$ cat src/rtl/fifo_pkg.sv
// fifo_pkg: constants and pointer helper shared by the reg FIFO and its read-side engine.
package fifo_pkg;

    localparam int FIFO_READER_BUF_DEPTH = 3;
    localparam int FIFO_READER_OCC_W     = $clog2(FIFO_READER_BUF_DEPTH + 1);
    localparam int FIFO_READER_PTR_W     = $clog2(FIFO_READER_BUF_DEPTH);

    // Advance a 0..depth-1 pointer, wrapping back to zero after the last slot.
    function automatic int unsigned ptr_wrap(input int unsigned ptr, input int unsigned depth);
        return (ptr >= depth - 1) ? 32'd0 : ptr + 32'd1;
    endfunction

endpackage

$ cat src/rtl/fifo_reader_if.sv
// fifo_reader_if: FIFO read port plus downstream valid/ready stream seen by fifo_reader.
interface fifo_reader_if #(
    parameter int DATA_WIDTH = 8
);

    logic                  fifoEmptyIn;
    logic                  fifoRdEnOut;
    logic [DATA_WIDTH-1:0] fifoRdDataIn;
    logic [DATA_WIDTH-1:0] outDataOut;
    logic                  outValidOut;
    logic                  outReadyIn;
    logic                  outLastOut;

    modport master (
        input  fifoEmptyIn, fifoRdDataIn, outReadyIn,
        output fifoRdEnOut, outDataOut, outValidOut, outLastOut
    );

    modport slave (
        output fifoEmptyIn, fifoRdDataIn, outReadyIn,
        input  fifoRdEnOut, outDataOut, outValidOut, outLastOut
    );

endinterface

$ cat src/rtl/fifo_reader_buf.sv
// fifo_reader_buf: 3-entry circular skid buffer absorbing reads already in flight
// when downstream stalls.
module fifo_reader_buf
    import fifo_pkg::*;
#(
    parameter int DATA_WIDTH = 8
) (
    input  logic                         clk,
    input  logic                         rst_n,
    input  logic                         push_i,
    input  logic [DATA_WIDTH-1:0]        pushData_i,
    input  logic                         pop_i,
    output logic [DATA_WIDTH-1:0]        headData_o,
    output logic [FIFO_READER_OCC_W-1:0] occ_o
);

    localparam int PW = FIFO_READER_PTR_W;
    localparam int OW = FIFO_READER_OCC_W;

    logic [DATA_WIDTH-1:0] mem_q [FIFO_READER_BUF_DEPTH];
    logic [PW-1:0]         headPtr_q, headPtr_d;
    logic [PW-1:0]         tailPtr_q, tailPtr_d;
    logic [OW-1:0]         occ_q, occ_d;
    logic [DATA_WIDTH-1:0] lastData_q, lastData_d;

    always_comb begin
        headPtr_d  = headPtr_q;
        tailPtr_d  = tailPtr_q;
        occ_d      = occ_q;
        lastData_d = lastData_q;
        if (push_i) begin
            tailPtr_d = PW'(ptr_wrap(32'(tailPtr_q), FIFO_READER_BUF_DEPTH));
        end
        if (pop_i) begin
            headPtr_d  = PW'(ptr_wrap(32'(headPtr_q), FIFO_READER_BUF_DEPTH));
            lastData_d = mem_q[headPtr_q];
        end
        case ({push_i, pop_i})
            2'b10:   occ_d = occ_q + OW'(1);
            2'b01:   occ_d = occ_q - OW'(1);
            default: occ_d = occ_q;
        endcase
    end

    always_ff @(posedge clk or negedge rst_n) begin
        if (!rst_n) begin
            for (int i = 0; i < FIFO_READER_BUF_DEPTH; i++) begin
                mem_q[i] <= '0;
            end
            headPtr_q  <= '0;
            tailPtr_q  <= '0;
            occ_q      <= '0;
            lastData_q <= '0;
        end else begin
            if (push_i) begin
                mem_q[tailPtr_q] <= pushData_i;
            end
            headPtr_q  <= headPtr_d;
            tailPtr_q  <= tailPtr_d;
            occ_q      <= occ_d;
            lastData_q <= lastData_d;
        end
    end

    // When drained, the head slot holds stale data, so replay the last word popped instead.
    assign headData_o = (occ_q != '0) ? mem_q[headPtr_q] : lastData_q;
    assign occ_o      = occ_q;

endmodule

$ cat src/rtl/fifo_reader.sv
// fifo_reader: drains a registered-read FIFO into a valid/ready stream.
// Define FIFO_READER_LAST_EN to build the burst counter that drives outLastOut.
module fifo_reader
    import fifo_pkg::*;
#(
    parameter int DATA_WIDTH = 8,
    parameter int BURST_LEN  = 4
) (
    input  logic          clkIn,
    input  logic          rstNIn,
    fifo_reader_if.master bus
);

    localparam int OW     = FIFO_READER_OCC_W;
    localparam int PEND_W = FIFO_READER_OCC_W + 1;

    logic              inFlight_q, inFlight_d;
    logic [OW-1:0]     occ;
    logic [PEND_W-1:0] pending;
    logic              rdEn;
    logic              outValid;
    logic              xfer;

    fifo_reader_buf #(
        .DATA_WIDTH(DATA_WIDTH)
    ) uBuf (
        .clk       (clkIn),
        .rst_n     (rstNIn),
        .push_i    (inFlight_q),
        .pushData_i(bus.fifoRdDataIn),
        .pop_i     (xfer),
        .headData_o(bus.outDataOut),
        .occ_o     (occ)
    );

    // Count the in-flight word as occupied so the buffer can never overflow.
    assign pending    = PEND_W'(occ) + PEND_W'(inFlight_q);
    assign rdEn       = rstNIn && !bus.fifoEmptyIn && (pending < PEND_W'(FIFO_READER_BUF_DEPTH));
    assign inFlight_d = rdEn;

    always_ff @(posedge clkIn or negedge rstNIn) begin
        if (!rstNIn) begin
            inFlight_q <= 1'b0;
        end else begin
            inFlight_q <= inFlight_d;
        end
    end

    assign outValid        = (occ != '0);
    assign xfer            = outValid && bus.outReadyIn;
    assign bus.fifoRdEnOut = rdEn;
    assign bus.outValidOut = outValid;

`ifdef FIFO_READER_LAST_EN
    localparam int CNT_W = $clog2(BURST_LEN);

    logic [CNT_W-1:0] burstCnt_q, burstCnt_d;

    always_comb begin
        burstCnt_d = burstCnt_q;
        if (xfer) begin
            burstCnt_d = (burstCnt_q == CNT_W'(BURST_LEN - 1)) ? '0 : burstCnt_q + CNT_W'(1);
        end
    end

    always_ff @(posedge clkIn or negedge rstNIn) begin
        if (!rstNIn) begin
            burstCnt_q <= '0;
        end else begin
            burstCnt_q <= burstCnt_d;
        end
    end

    assign bus.outLastOut = outValid && (burstCnt_q == CNT_W'(BURST_LEN - 1));
`else
    // Without last-marking BURST_LEN has no effect; the term below is constant zero.
    assign bus.outLastOut = (BURST_LEN < 2) & 1'b0;
`endif

endmodule
$ cat src/flat_wrapper.sv
// flat-port wrapper written by rule: the top's interface ports become plain ports
module fifo_reader_flat import fifo_pkg::*;
#(
    parameter int DATA_WIDTH = 8,
    parameter int BURST_LEN  = 4
)
  (clkIn, rstNIn, bus_fifoEmptyIn, bus_fifoRdDataIn, bus_outReadyIn, bus_fifoRdEnOut, bus_outDataOut, bus_outValidOut, bus_outLastOut);
  fifo_reader_if #(.DATA_WIDTH(DATA_WIDTH)) bus_i ();
  input  logic clkIn;
  input  logic rstNIn;
  input wire logic [$bits(bus_i.fifoEmptyIn)-1:0] bus_fifoEmptyIn;
  input wire logic [$bits(bus_i.fifoRdDataIn)-1:0] bus_fifoRdDataIn;
  input wire logic [$bits(bus_i.outReadyIn)-1:0] bus_outReadyIn;
  output wire logic [$bits(bus_i.fifoRdEnOut)-1:0] bus_fifoRdEnOut;
  output wire logic [$bits(bus_i.outDataOut)-1:0] bus_outDataOut;
  output wire logic [$bits(bus_i.outValidOut)-1:0] bus_outValidOut;
  output wire logic [$bits(bus_i.outLastOut)-1:0] bus_outLastOut;
  assign bus_i.fifoEmptyIn = bus_fifoEmptyIn;
  assign bus_i.fifoRdDataIn = bus_fifoRdDataIn;
  assign bus_i.outReadyIn = bus_outReadyIn;
  assign bus_fifoRdEnOut = bus_i.fifoRdEnOut;
  assign bus_outDataOut = bus_i.outDataOut;
  assign bus_outValidOut = bus_i.outValidOut;
  assign bus_outLastOut = bus_i.outLastOut;
  fifo_reader #(.DATA_WIDTH(DATA_WIDTH), .BURST_LEN(BURST_LEN)) u_core (.clkIn(clkIn), .rstNIn(rstNIn), .bus(bus_i));
endmodule
$ cat config.mk
export PLATFORM = sky130hd
export DESIGN_NAME = fifo_reader_flat
export DESIGN_NICKNAME = d
export VERILOG_FILES = /design/src/rtl/fifo_pkg.sv /design/src/rtl/fifo_reader_if.sv /design/src/rtl/fifo_reader_buf.sv /design/src/rtl/fifo_reader.sv /design/src/flat_wrapper.sv
export SDC_FILE = /design/constraint.sdc
export NUM_CORES = 1
export LEC_CHECK = 0
export CAP_MARGIN = 5
export CORE_MARGIN = 2
export CORE_UTILIZATION = 58
export CTS_BUF_LIST = sky130_fd_sc_hd__clkbuf_16
export DETAILED_ROUTE_END_ITERATION = 10
export PLACE_DENSITY_LB_ADDON = 0.1
export SLEW_MARGIN = 40
export SYNTH_ARGS = -nofsm -noshare
export SYNTH_HDL_FRONTEND = slang
export SYNTH_SLANG_ARGS = --single-unit
$ cat constraint.sdc
create_clock -name clkIn -period 2.5 [get_ports clkIn]
set_input_delay 0.375 -clock clkIn [delete_from_list [all_inputs] [get_ports clkIn]]
set_output_delay 0.375 -clock clkIn [all_outputs]
set_load 0.02 [all_outputs]
==> results of run 1 <==
per-stage QoR:
step	total power, mW	hold WS (ps)	utilization [%]	setup slack (ps)
after floorplan	2.171	79.41	-	16.53
after global placement	2.644	468.1	68.72	125.8
after detailed placement	2.716	473.9	68.72	-25.49
after CTS	3.397	177.5	74.05	21.93
after global routing	3.628	204.6	75.04	17.45
final	3.403	162.4	75.04	122.3
repair_timing:
item	in CTS	in global routing
setup endpoints to repair	9	3
hold endpoints to repair	0	0
setup buffers	0	3
pin swaps	0	0
gates resized for setup	8	3
hold buffers	0	0
placed cells by master (no fill, tap or decap), types with 3 or more instances in the layout:
master | synthesis | routed
a31oi_1 | 16 | 16
buf_4 | 2 | 10
clkbuf_16 | 0 | 5
clkdlybuf4s50_1 | 0 | 13
dfrtp_1 | 39 | 37
dlygate4sd2_1 | 0 | 5
ha_1 | 3 | 3
mux2_2 | 18 | 18
mux2_4 | 8 | 8
mux2i_1 | 8 | 8
nand2_1 | 8 | 8
nor2_1 | 18 | 18
or2_2 | 9 | 8
cells by family (layout without fill, tap and decap cells):
logic type,after synthesis,after routing,synth area share (%)
AOI/OAI and AO/OA,20,20,7.075
xor gates and xnor gates,3,3,1.443
adders and majority gates,3,3,2.061
buffers and inverters,12,42,3.571
DFF,39,39,53.57
muxes,34,34,22.12
other,1,1,0.2058
and+or+nand+nor,39,39,9.959
metal layers:
| metal | vias to the layer above | share of wire, % | routed length [um] | track usage, % |
|---|---|---|---|---|
| li1 | 593 | - | - | - |
| met1 | 621 | 45 | 1632 | 29.45 |
| met2 | 25 | 50 | 1794 | 38.98 |
| met3 | 5 | 3.8 | 137 | 7.359 |
| met4 | 0 | 1.1 | 41 | 6.667 |
| met5 | - | 0 | 0 | 0 |
worst max-delay path: cells and delay by family, from the launching register on:
family | cells | cell delay, ps
buffers and inverters | 1 | 390
AO/OA/AOI/OAI | 1 | 480
flip-flops | 1 | 390
adder cells (fa/ha/maj) | 2 | 470
layout make-up:
type / instances / area, sq um / area share (%)
Timing Repair Buffer: 31 / 279.0 / 12.28
Clock inverter: 3 / 38.79 / 1.707
Inverter: 3 / 11.26 / 0.4956
Clock buffer: 5 / 125.1 / 5.507
Sequential cell: 39 / 978.4 / 43.06
Multi-Input combinational cell: 100 / 784.5 / 34.53
Tap cell: 44 / 55.05 / 2.423
worst max-delay path by stage:
stage	end	cells after the start	slack, ps	start
2_1_floorplan	bus_fifoRdEnOut	3	20	u_core.uBuf.occ_o[0]
3_3_place_gp	bus_fifoRdEnOut	4	130	u_core.uBuf.occ_o[0]
3_5_place_dp	bus_fifoRdEnOut	4	-30	u_core.uBuf.occ_o[0]
4_1_cts	bus_outDataOut[5]	4	20	u_core.uBuf.occ_o[0]
5_1_grt	bus_fifoRdEnOut	4	20	u_core.uBuf.occ_o[0]
6_report	bus_fifoRdEnOut	4	120	u_core.uBuf.occ_o[0]
registers in the layout, summed over array words and instances (netlist names):
name,flops
u_core.inFlight_q,1
u_core.uBuf.headPtr_q,2
u_core.uBuf.mem_q,24
u_core.uBuf.occ_o,2
u_core.uBuf.lastData_q,8
u_core.uBuf.tailPtr_q,2
where the power goes:
group / switching [mW] / total, mW / internal [mW]
logic: 0.729 / 1.52 / 0.796
clock network: 0.239 / 0.704 / 0.465
registers: 0.218 / 1.17 / 0.957
total: 1.19 / 3.40 / 2.22
==> summary.md, run 1 <==
| Metric | Value |
|---|---|
| First-pass GRT wire length | `5.927 mm` |
| Synth Flop Type | `dfrtp_1` |
| Number of global-route vias before repair | `1267` |
| Worst R2R Setup Slack | `880 ps` |
| Distinct cells, synth | `27` |
| Placer Congestion | `0.7373` |
| Synth top area share | `53.57%` |
| Clock transition at path regs | `50 ps` |
| Sequential element share of the synthesized area | `53.57%` |
| Slew Viols, Final | `0` |
| Die X-Extent | `60.05 um` |
| PortBufs | `21` |
| Via count | `1244` |
| Syn Nets | `166` |
| Top-count cell post-synth | `dfrtp_1` |
| CP required | `2120 ps` |
| Fin crit share | `95.11%` |
| Initial antenna violation count | `0` |
| Average wire per standard cell | `16.02 um` |
| Fin cells | `225` |
| Mapped Avg Cell Area | `12.06 sq um` |
| DRT iter0 DRCs | `65` |
| # H-tree levels | `2` |
| Kind of start point of the critical path | `flop` |
| Min Tclk post-route | `2378 ps` |
| Area Overhead vs Synth | `24.73%` |
| Worst-Margin Slew | `578.5 ps` |
| Cell mode on critical path | `ha_1` |
| Worst slew margin | `61.43%` |
| Total GRT Usage | `23.49%` |
| Initial core utilization | `60.17%` |
| Status | `complete, no violations` |
| Setup Skew | `3.684 ps` |
| Site Rows | `20` |
| Yosys warns | `0` |
| CTS buffer count | `5` |
| Final setup violation count | `0` |
| Area leader, netlist | `dfrtp_1` |
| Antenna viol nets, final | `0` |
| R2R depth | `5` |
| Max-cap violations | `0` |
| Reg-to-reg startpoint | `u_core.uBuf.occ_o[0]` |
| Syn Inst Count | `151` |
| Worst hold path type | `input port to asynchronous set/reset pin` |
| WL final | `3.605 mm` |
| RSZ-0062 raised after global routing | `no` |
| Vias per inst | `5.529` |
| Ports | `23` |
| Leak | `1.045 nW` |
| Post-synthesis async set-or-reset flop share | `100.0%` |
| Clock Tree Buf Depth | `2` |
| CTS tree | `yes` |
| Synth top area cells | `dfrtp_1 54%, mux2_2 11%, mux2_4 6.6%` |
| Max VDD drop | `747.3 uV` |
| Critical Setup Path Class | `flop to output pin` |
| Design area | `2272 sq um` |
| EDFF count, synth | `0` |
| Largest net degree at the start of global routing | `40` |
| Clock Latency Late Sink | `280 ps` |
| CTS Sinks | `39` |
| Clock root buffer | `clkbuf_16` |
| HPWL after DPL | `2.315 mm` |
| Full die area | `3605 sq um` |
| Critical Path Max Stage Delay | `480 ps` |
| Drt first pass iters | `4` |
| Remaining global-route overflow | `0` |
| Synth Register Bits | `39` |
| FILL cells | `207` |
| Final TNS setup | `0 ps` |
| Die H | `60.05 um` |
| Final hold viol count | `0` |
| Placed cell area | `2081 sq um` |
| Worst R2R End | `u_core.uBuf.occ_o[1]` |
| CP Max Fanout | `2` |
| Core ar. | `3028 sq um` |
| Pwr dens | `1498 nW/um^2` |
| Cells along the critical path | `ha_1 -> ha_1 -> a2111oi_1 -> dlygate4sd2_1` |
| Placed Cells | `214` |
| DR DRC count | `0` |
| Worst Setup End Kind | `output pin` |
| N_diodes | `0` |
| Nets@finish | `195` |
| Post-synth top cells | `39 x dfrtp_1, 18 x mux2_2, 18 x nor2_1` |
| Maximum operating frequency | `0.4206 GHz` |
| Slowest library cell on the worst path | `a2111oi_1` |
| WP data arrival | `2000 ps` |
| Mapped Area | `1822 sq um` |
| Share of cells above drive strength 1 | `31.49%` |
(Power assumes the default switching activity.)
==> inputs of run 2 (changes only) <==
Clock period 2.5 ns to 2.95 ns, I/O delays scaled along.
==> run 2 against run 1 <==
Effect of this change: clock power down 15%; count of clock-buffer cells in the layout unchanged; total power down 15%; setup slack better by 47 ps; utilization down 1.2 points; cell count down 2.7%; sequential share of layout area up 0.61 points; clock skew up 0.59 ps; worst hold slack better by 68 ps; largest cell class unchanged.
==> summary.md, run 2 (synthesis results as in run 1) <==
| Metric | Value |
|---|---|
| DRT iter0 DRCs | `80` |
| Slowest library cell on the worst path | `dfrtp_1` |
| DR DRC count | `0` |
| Ports | `23` |
| HPWL after DPL | `2.354 mm` |
| Final TNS setup | `0 ps` |
| CTS buffer count | `5` |
| R2R depth | `3` |
| Pwr dens | `1295 nW/um^2` |
| Reg-to-reg startpoint | `u_core.uBuf.tailPtr_q[1]` |
| CP Max Fanout | `11` |
| Maximum operating frequency | `0.3596 GHz` |
| Hold buffers post-CTS | `0` |
| Nets@finish | `189` |
| Final setup violation count | `0` |
| Fin crit share | `94.26%` |
| Vias per inst | `5.598` |
| Initial core utilization | `60.17%` |
| Biggest regs | `u_core.uBuf.mem_q (24), u_core.uBuf.lastData_q (8)` |
| Die H | `60.05 um` |
| Worst-Margin Slew | `611.0 ps` |
| Clock Latency Late Sink | `280 ps` |
| Crit path capture | `bus_outDataOut[7]` |
| Largest register FFs | `24` |
| Status | `complete, no violations` |
| Leak | `0.9853 nW` |
| Die X-Extent | `60.05 um` |
| Clock root buffer | `clkbuf_16` |
| # H-tree levels | `2` |
| Critical Path Max Stage Delay | `730 ps` |
| Final Power | `2.895 mW` |
| Worst Setup End Kind | `output pin` |
| Most frequent cells in the layout | `39 x dfrtp_1, 20 x clkdlybuf4s50_1, 18 x nor2_1, 18 x mux2_2, 16 x a31oi_1` |
| Number of global-route vias before repair | `1247` |
| Worst slew margin | `59.27%` |
| Antenna viol nets, final | `0` |
| Total GRT Usage | `23.36%` |
| Setup Skew | `4.274 ps` |
| Average wire per standard cell | `16.30 um` |
| Critical Setup Path Class | `flop to output pin` |
| RSZ-0062 raised after global routing | `no` |
| Site Rows | `20` |
| First-pass GRT wire length | `5.947 mm` |
| Share of cells above drive strength 1 | `28.57%` |
| Worst hold path type | `input port to asynchronous set/reset pin` |
| Initial antenna violation count | `0` |
| Worst Hold Slack | `230.8 ps` |
| Core ar. | `3028 sq um` |
| CTS Sinks | `39` |
| Full die area | `3605 sq um` |
| WP data arrival | `2340 ps` |
| Placer Congestion | `0.6811` |
| Commonest non-fill, non-tap cell in the layout | `dfrtp_1` |
| Drt first pass iters | `4` |
| Max VDD drop | `785.3 uV` |
| Max-cap violations | `0` |
| Cells along the critical path | `mux2i_1 -> or2_2 -> a31oi_1 -> clkdlybuf4s50_1` |
| Area Overhead vs Synth | `22.66%` |
| Min Tclk post-route | `2781 ps` |
| Final hold viol count | `0` |
| N_diodes | `0` |
| FILL cells | `210` |
| Clock transition at path regs | `60 ps` |
| WL final | `3.570 mm` |
| Crit. Startpoint | `u_core.uBuf.headPtr_q[1]` |
| Via count | `1226` |
| Worst R2R Setup Slack | `1340 ps` |
| CTS tree | `yes` |
| Slew Viols, Final | `0` |
| Largest net degree at the start of global routing | `40` |
| Worst R2R End | `u_core.uBuf.mem_q[4]` |
| Kind of start point of the critical path | `flop` |
| CP required | `2510 ps` |
| Biggest register | `u_core.uBuf.mem_q` |
| PortBufs | `21` |
| Remaining global-route overflow | `0` |
| Core Util, Final | `73.80%` |
| Clock Tree Buf Depth | `2` |
==> run 2: cell count changes in the layout (fill, tap and decap cells not counted) <==
cell / change
a2111oi_2: +1
dlymetal6s2s_1: -2
dlygate4sd2_1: -5
nor3_4: +1
or2_4: -1
buf_4: -6
dfrtp_1: +2
a2111oi_1: -1
dfrtp_2: -2
or2_2: +1
nor3_2: -1
clkdlybuf4s50_1: +7
==> run 2: metal layers <==
| layer | GRT usage (%) | vias up | part of all wire [%] |
|---|---|---|---|
| met2 | 36.65 | 27 | 49 |
| met5 | 0 | - | 0 |
| met4 | 8.571 | 0 | 1.8 |
| met1 | 29.94 | 617 | 44 |
| met3 | 8.009 | 9 | 4.6 |
| li1 | - | 573 | - |
==> run 2: metrics by stage <==
step / worst slack (ps) / instance area (sq um) / std cells
3_3_place_gp: 438.2 / 2058 / 211
3_5_place_dp: 217.1 / 2058 / 211
6_report: 169.2 / 2235 / 219
4_1_cts: 29.19 / 2223 / 219
5_1_grt: 64.93 / 2235 / 219
2_1_floorplan: 399.0 / 1822 / 151
==> run 2: worst min-delay path by stage <==
stage / start / end / depth (start not counted)
after floorplan: rstNIn / u_core.inFlight_q / 0
after global placement: u_core.uBuf.mem_q[22] / u_core.uBuf.mem_q[22] / 1
after detailed placement: u_core.uBuf.mem_q[10] / u_core.uBuf.mem_q[10] / 1
after CTS: rstNIn / u_core.uBuf.occ_o[1] / 2
after global routing: rstNIn / u_core.uBuf.mem_q[4] / 2
final: rstNIn / u_core.uBuf.mem_q[4] / 2
==> run 2: area by class of cell <==
class / count / area [sq um] / area share [%]
multi-input cells: 100 / 793.3 / 35.50
flip-flops and latches: 39 / 975.9 / 43.67
inverters: 3 / 11.26 / 0.5039
well taps: 44 / 55.05 / 2.464
repair buffers: 25 / 235.2 / 10.53
clock buffers: 5 / 125.1 / 5.599
clock inverters: 3 / 38.79 / 1.736
==> run 2: report_power, final <==
group	internal (mW)	switching, mW
clock	0.394	0.205
combinational	0.687	0.589
sequential	0.807	0.213
total	1.89	1.01
==> run 2: repair_timing <==
action                                  4_1_cts  5_1_grt
resized for setup                             1        1
endpoints found under the setup margin        1        1
buffers inserted                              0        0
endpoints found under the hold margin         0        0
==> run 2: worst max-delay path: cells and delay by family (launching register included) <==
| family | cells | cell delay, ps |
|---|---|---|
| DFF | 1 | 730 |
| buffers and inverters | 1 | 650 |
| and+or+nand+nor | 1 | 310 |
| AOI/OAI and AO/OA | 1 | 210 |
| muxes | 1 | 150 |
==> inputs of run 3 (changes only) <==
Settings changed: ABC_CLOCK_PERIOD_IN_PS set to 2950.
==> results of run 3 <==
The final DEF is identical to that of run 2; final timing and power are the same.
==> patch 1 (settings of run 3) <==
Change the package constant `FIFO_READER_BUF_DEPTH` from 3 to 2.
--- a/src/rtl/fifo_pkg.sv
+++ b/src/rtl/fifo_pkg.sv
@@ -2,5 +2,5 @@
 package fifo_pkg;
 
-    localparam int FIFO_READER_BUF_DEPTH = 3;
+    localparam int FIFO_READER_BUF_DEPTH = 2;
     localparam int FIFO_READER_OCC_W     = $clog2(FIFO_READER_BUF_DEPTH + 1);
     localparam int FIFO_READER_PTR_W     = $clog2(FIFO_READER_BUF_DEPTH);
Formal check against the unedited RTL: not equivalent (Yosys sat finds a counterexample within 4 cycles, from zero or initial values and one cycle with rstNIn low).
==> patch 1 against run 3 <==
Power down 21%. Critical path depth stayed put. Clock power is 23% lower. Utilization grew 4.0 points. Sequential cell count is 10 lower. Fmax grew 3.7%. Worst setup slack improved by 98 ps. Routed wire length is 28% lower. Cell area shrank 22%. Worst hold slack better by 260 ps. Synthesized cell count fell by 29%. Area after synthesis is 24% lower. Combinational power decreased by 17%. Critical endpoint is now bus_outDataOut[3].
==> patch 1: results (changes against run 3) <==
[finish]
layout-drive-gt1-share_pct = 26.5  ; was 28.6%
num-fill-cells = 151  ; was 210
largest_reg_flops = 16  ; was 24

[global_route]
grt_pass1_vias = 896  ; was 1247
met3_usage_pct = 7.63  ; was 8.01%
grt_usage_pct = 22.2  ; was 23.4%
grt_max_degree = 30  ; was 40
grtUsageMet1_pct = 30.3  ; was 29.9%
met2_usage_pct = 33.1  ; was 36.6%

[route]
drt_wl_total_um = 2580  ; was 3570 um
routedWlPerCell_um = 16.1  ; was 16.3 um
drt_iter0_markers = 11  ; was 80

[timing]
holdWs_ps = 489  ; was 231 ps
worstMarginPinSlew_ps = 723  ; was 611 ps
fin_crit_sh_pct = 90.9  ; was 94.3%
finClkSkew_ps = 4.88  ; was 4.27 ps

[worst_setup_path]
critPathLaunch = u_core.uBuf.occ_o[0]  ; was u_core.uBuf.headPtr_q[1]
critPathMaxStageDelay_ps = 620  ; was 730 ps
r2r-end = u_core.uBuf.occ_o[1]  ; was u_core.uBuf.mem_q[4]
r2r_setup_slack_ps = 1120  ; was 1340 ps
crit_arrival_ps = 2240  ; was 2340 ps

[power]
irDropWorstVdd_mv = 1.12  ; was 0.785 mV

[yosys]
synthCells = 107  ; was 151
syn-num-nets = 120  ; was 166

[placement]
dp_cells = 152  ; was 211
dp.final_hpwl_um = 1620  ; was 2350 um
placed_cell_area_mm2 = 0.00160  ; was 0.00206 mm^2
gp_congestion = 0.739  ; was 0.681
post-place-ws_ps = 616  ; was 217 ps

[min_path]
worstHoldPathType = reg -> reg  ; was in -> async

[clocking]
post_cts_resized = 0  ; was 1

[outcome]
status = finished clean  ; unchanged

-- patch 1: cell types whose count changed in the layout (fill, tap and decap cells not counted), sizes merged, moves of 2 or more --
cell    delta
a21oi      +9
a31oi     -16
buf        -4
clkinv     -2
dfrtp     -10
ha         -2
inv        +2
mux2      -10
nand2      +2
nor2       -7
o21ai      +8
or2        -8
-- patch 1: cell type report --
type / count / area (um^2) / share of cell area (%)
Clock buffer: 5 / 125 / 7.20
Clock inverter: 3 / 11.3 / 0.648
Inverter: 2 / 7.51 / 0.432
Multi-Input combinational cell: 71 / 616 / 35.4
Sequential cell: 29 / 726 / 41.8
Tap cell: 28 / 35.0 / 2.02
Timing Repair Buffer: 22 / 218 / 12.5
-- patch 1: report_power, final --
group	internal, mW	leakage [nW]	switching (mW)
Clock	0.301	0.0776	0.159
Combinational	0.561	0.398	0.499
Sequential	0.596	0.349	0.170
Total	1.46	0.825	0.828
-- patch 1: worst max-delay path, delay by kind of cell, from the launching register on --
family                 cells  cell delay [ps]
AOI/OAI and AO/OA          1              150
and+or+nand+nor            2              760
buffers and inverters      1              620
DFF                        1              440
-- patch 1: routing by layer --
metal / part of all wire, % / routed length, um
met3: 4.3 / 110
met1: 48 / 1230
met2: 47 / 1200
met4: 1.3 / 34
met5: 0 / 0
-- patch 1: cells by family (layout without fill, tap and decap cells) --
group	count (synthesis)	in the layout	share of synthesized area, %
AO/OA/AOI/OAI	18	18	8.90
XOR/XNOR	5	5	3.15
adder cells (fa/ha/maj)	1	1	0.899
buffers and inverters	7	32	3.60
flip-flops	29	29	52.2
multiplexers	24	24	23.0
other	1	1	0.270
AND/OR/NAND/NOR	22	22	8.00
==> patch 2 (flow settings as in run 3) <==
Made on the original files. Take the reset off `lastData_q` and load it in a clocked block of its own.
--- a/src/rtl/fifo_reader_buf.sv
+++ b/src/rtl/fifo_reader_buf.sv
@@ -51,5 +51,4 @@
             tailPtr_q  <= '0;
             occ_q      <= '0;
-            lastData_q <= '0;
         end else begin
             if (push_i) begin
@@ -59,6 +58,9 @@
             tailPtr_q  <= tailPtr_d;
             occ_q      <= occ_d;
-            lastData_q <= lastData_d;
         end
+    end
+
+    always_ff @(posedge clk) begin
+        lastData_q <= lastData_d;
     end
 
Formal check against the unedited RTL: differs if rstNIn is asserted again (counterexample within 4 cycles, from zero or initial values and one cycle with rstNIn low); with rstNIn held inactive, the same outputs for 10 cycles.
==> patch 2 against run 3 <==
Register-to-register slack worse by 480 ps. Worst setup slack worse by 54 ps. Power is 4.4% lower. Cell area decreased by 3.2%. Highest routed layer unchanged. Fmax decreased by 1.9%. Critical path depth is the same. Area after synthesis shrank 1.4%. Combinational power fell by 4%. Sequential cell count is the same. Routed wire length fell by 13%.
==> patch 2: results (changes against run 3) <==
[outcome]
status = finished clean  ; unchanged

[yosys]
synthAdderAreaFrac_pct = 2.09  ; was 2.06%
synthFlopType = dfrtp_1  ; unchanged
synth_edf_count = 8  ; was 0
yosysWarnings = 0  ; unchanged
synthTopCellsByArea = dfrtp_1, mux2_2, edfxtp_1  ; was dfrtp_1, mux2_2, mux2_4
syn-num-nets = 141  ; was 166
muxShareOfSynthArea_pct = 26.2  ; was 22.1%
ys_types = 26  ; was 27
synthArstFlopShare_pct = 79.5  ; was 100%
yosys-top-cells-count = dfrtp_1, mux2_2  ; was dfrtp_1, mux2_2, nor2_1
synth_top_area_share_pct = 43.2  ; was 53.6%
synth_compound_gate_area_share_pct = 4.53  ; was 7.07%
seq_area_frac_synth_pct = 56.6  ; was 53.6%
synth-xor-area-share_pct = 1.46  ; was 1.44%

[power]
irDropWorstVdd_mv = 0.684  ; was 0.785 mV
p_leak_nw = 0.937  ; was 0.985 nW

[finish]
fin_nets = 165  ; was 189
num-fill-cells = 220  ; was 210
largest_reg_flops = 24  ; unchanged
largestRegisters = u_core.uBuf.mem_q: 24 flops, u_core.uBuf.lastData_q: 8 flops  ; unchanged
layout-drive-gt1-share_pct = 29.8  ; was 28.6%

[global_route]
grt_pass1_wl_um = 5350  ; was 5950 um
grt_pass1_vias = 1095  ; was 1247
grt_antenna_before_repair = 0  ; unchanged
grt_max_degree = 32  ; was 40
grt_usage_pct = 21.1  ; was 23.4%

[worst_setup_path]
cp_max_fo = 5  ; was 11
crit_arrival_ps = 2390  ; was 2340 ps

[min_path]
worstHoldPathType = reg -> reg  ; was in -> async

[clocking]
clock_latency_ps = 280  ; about the same
numCtsBuffers = 5  ; unchanged
ctsLongestPathBuffers = 2  ; unchanged

[placement]
portBuffers = 21  ; unchanged
dp.final_hpwl_um = 2110  ; was 2350 um
post-place-ws_ps = 336  ; was 217 ps
gp_congestion = 0.705  ; was 0.681

[route]
drt_iter0_markers = 33  ; was 80
vias_per_cell = 5.84  ; was 5.60
drt-pass1-iter-count = 4  ; unchanged
drt_wl_total_um = 3120  ; was 3570 um

[timing]
finClkSkew_ps = 5.60  ; was 4.27 ps
slew_headroom_pct = 46.4  ; was 59.3%

## patch 2: metrics by stage
stage	area (um^2)	instances
after CTS	2160	184
final	2160	184
after floorplan	1800	126
after global routing	2160	184
after detailed placement	2020	176
after global placement	2020	176
## patch 2: area by class of cell
type	count	area share (%)
timing repair buffer	23	10.4
tap	33	1.91
clock buffer	5	5.78
inverter	5	0.868
multi-input combinational	76	33.4
sequential	39	47.0
clock inverter	3	0.694
## patch 2: cells by family (layout without fill, tap and decap cells)
logic type	Yosys count	in the layout
multiplexers	40	40
flip-flops	39	39
AND/OR/NAND/NOR	15	15
AO/OA/AOI/OAI	14	14
buffers and inverters	11	36
adder cells (fa/ha/maj)	3	3
XOR/XNOR	3	3
other	1	1
## patch 2: per-layer routing
layer,track usage [%],part of all wire (%),vias up
met2,32.6,47,24
met4,6.67,1.1,0
met5,0,0,-
met1,28.7,48,546
met3,6.55,3.8,5
li1,-,-,500
## patch 2: worst paths after layout
path / from / endpoint / slack, ps / cells past startpoint
worst max register to register: u_core.uBuf.occ_o[0] / u_core.uBuf.occ_o[1] / 860 / 5
min in group asynchronous: rstNIn / u_core.uBuf.tailPtr_q[1] / 600 / 2
worst max-delay path: u_core.uBuf.occ_o[0] / bus_fifoRdEnOut / 120 / 4
max in group asynchronous: rstNIn / u_core.uBuf.mem_q[21] / 2070 / 2
worst min register to register: u_core.uBuf.mem_q[20] / u_core.uBuf.mem_q[20] / 500 / 1
worst min-delay path: u_core.uBuf.mem_q[20] / u_core.uBuf.mem_q[20] / 500 / 1
## patch 2: critical path, cell delays in order (launching register included)
cell             delay, ps
dfrtp_1                430
ha_1                   220
ha_1                   260
a2111oi_1              490
clkdlybuf4s50_1        710
## patch 2: report_power, final
part	switching (mW)	internal [mW]	leakage [nW]	total, mW
clock	0.201	0.308	0.0733	0.509
sequential	0.172	0.858	0.447	1.03
combinational	0.557	0.672	0.416	1.23
total	0.929	1.84	0.937	2.77
## patch 2: timing repair
action                                  CTS  global route
gates resized for setup                   1             0
endpoints found under the setup margin    1             0
hold buffers                              0             0
setup buffers                             0             0
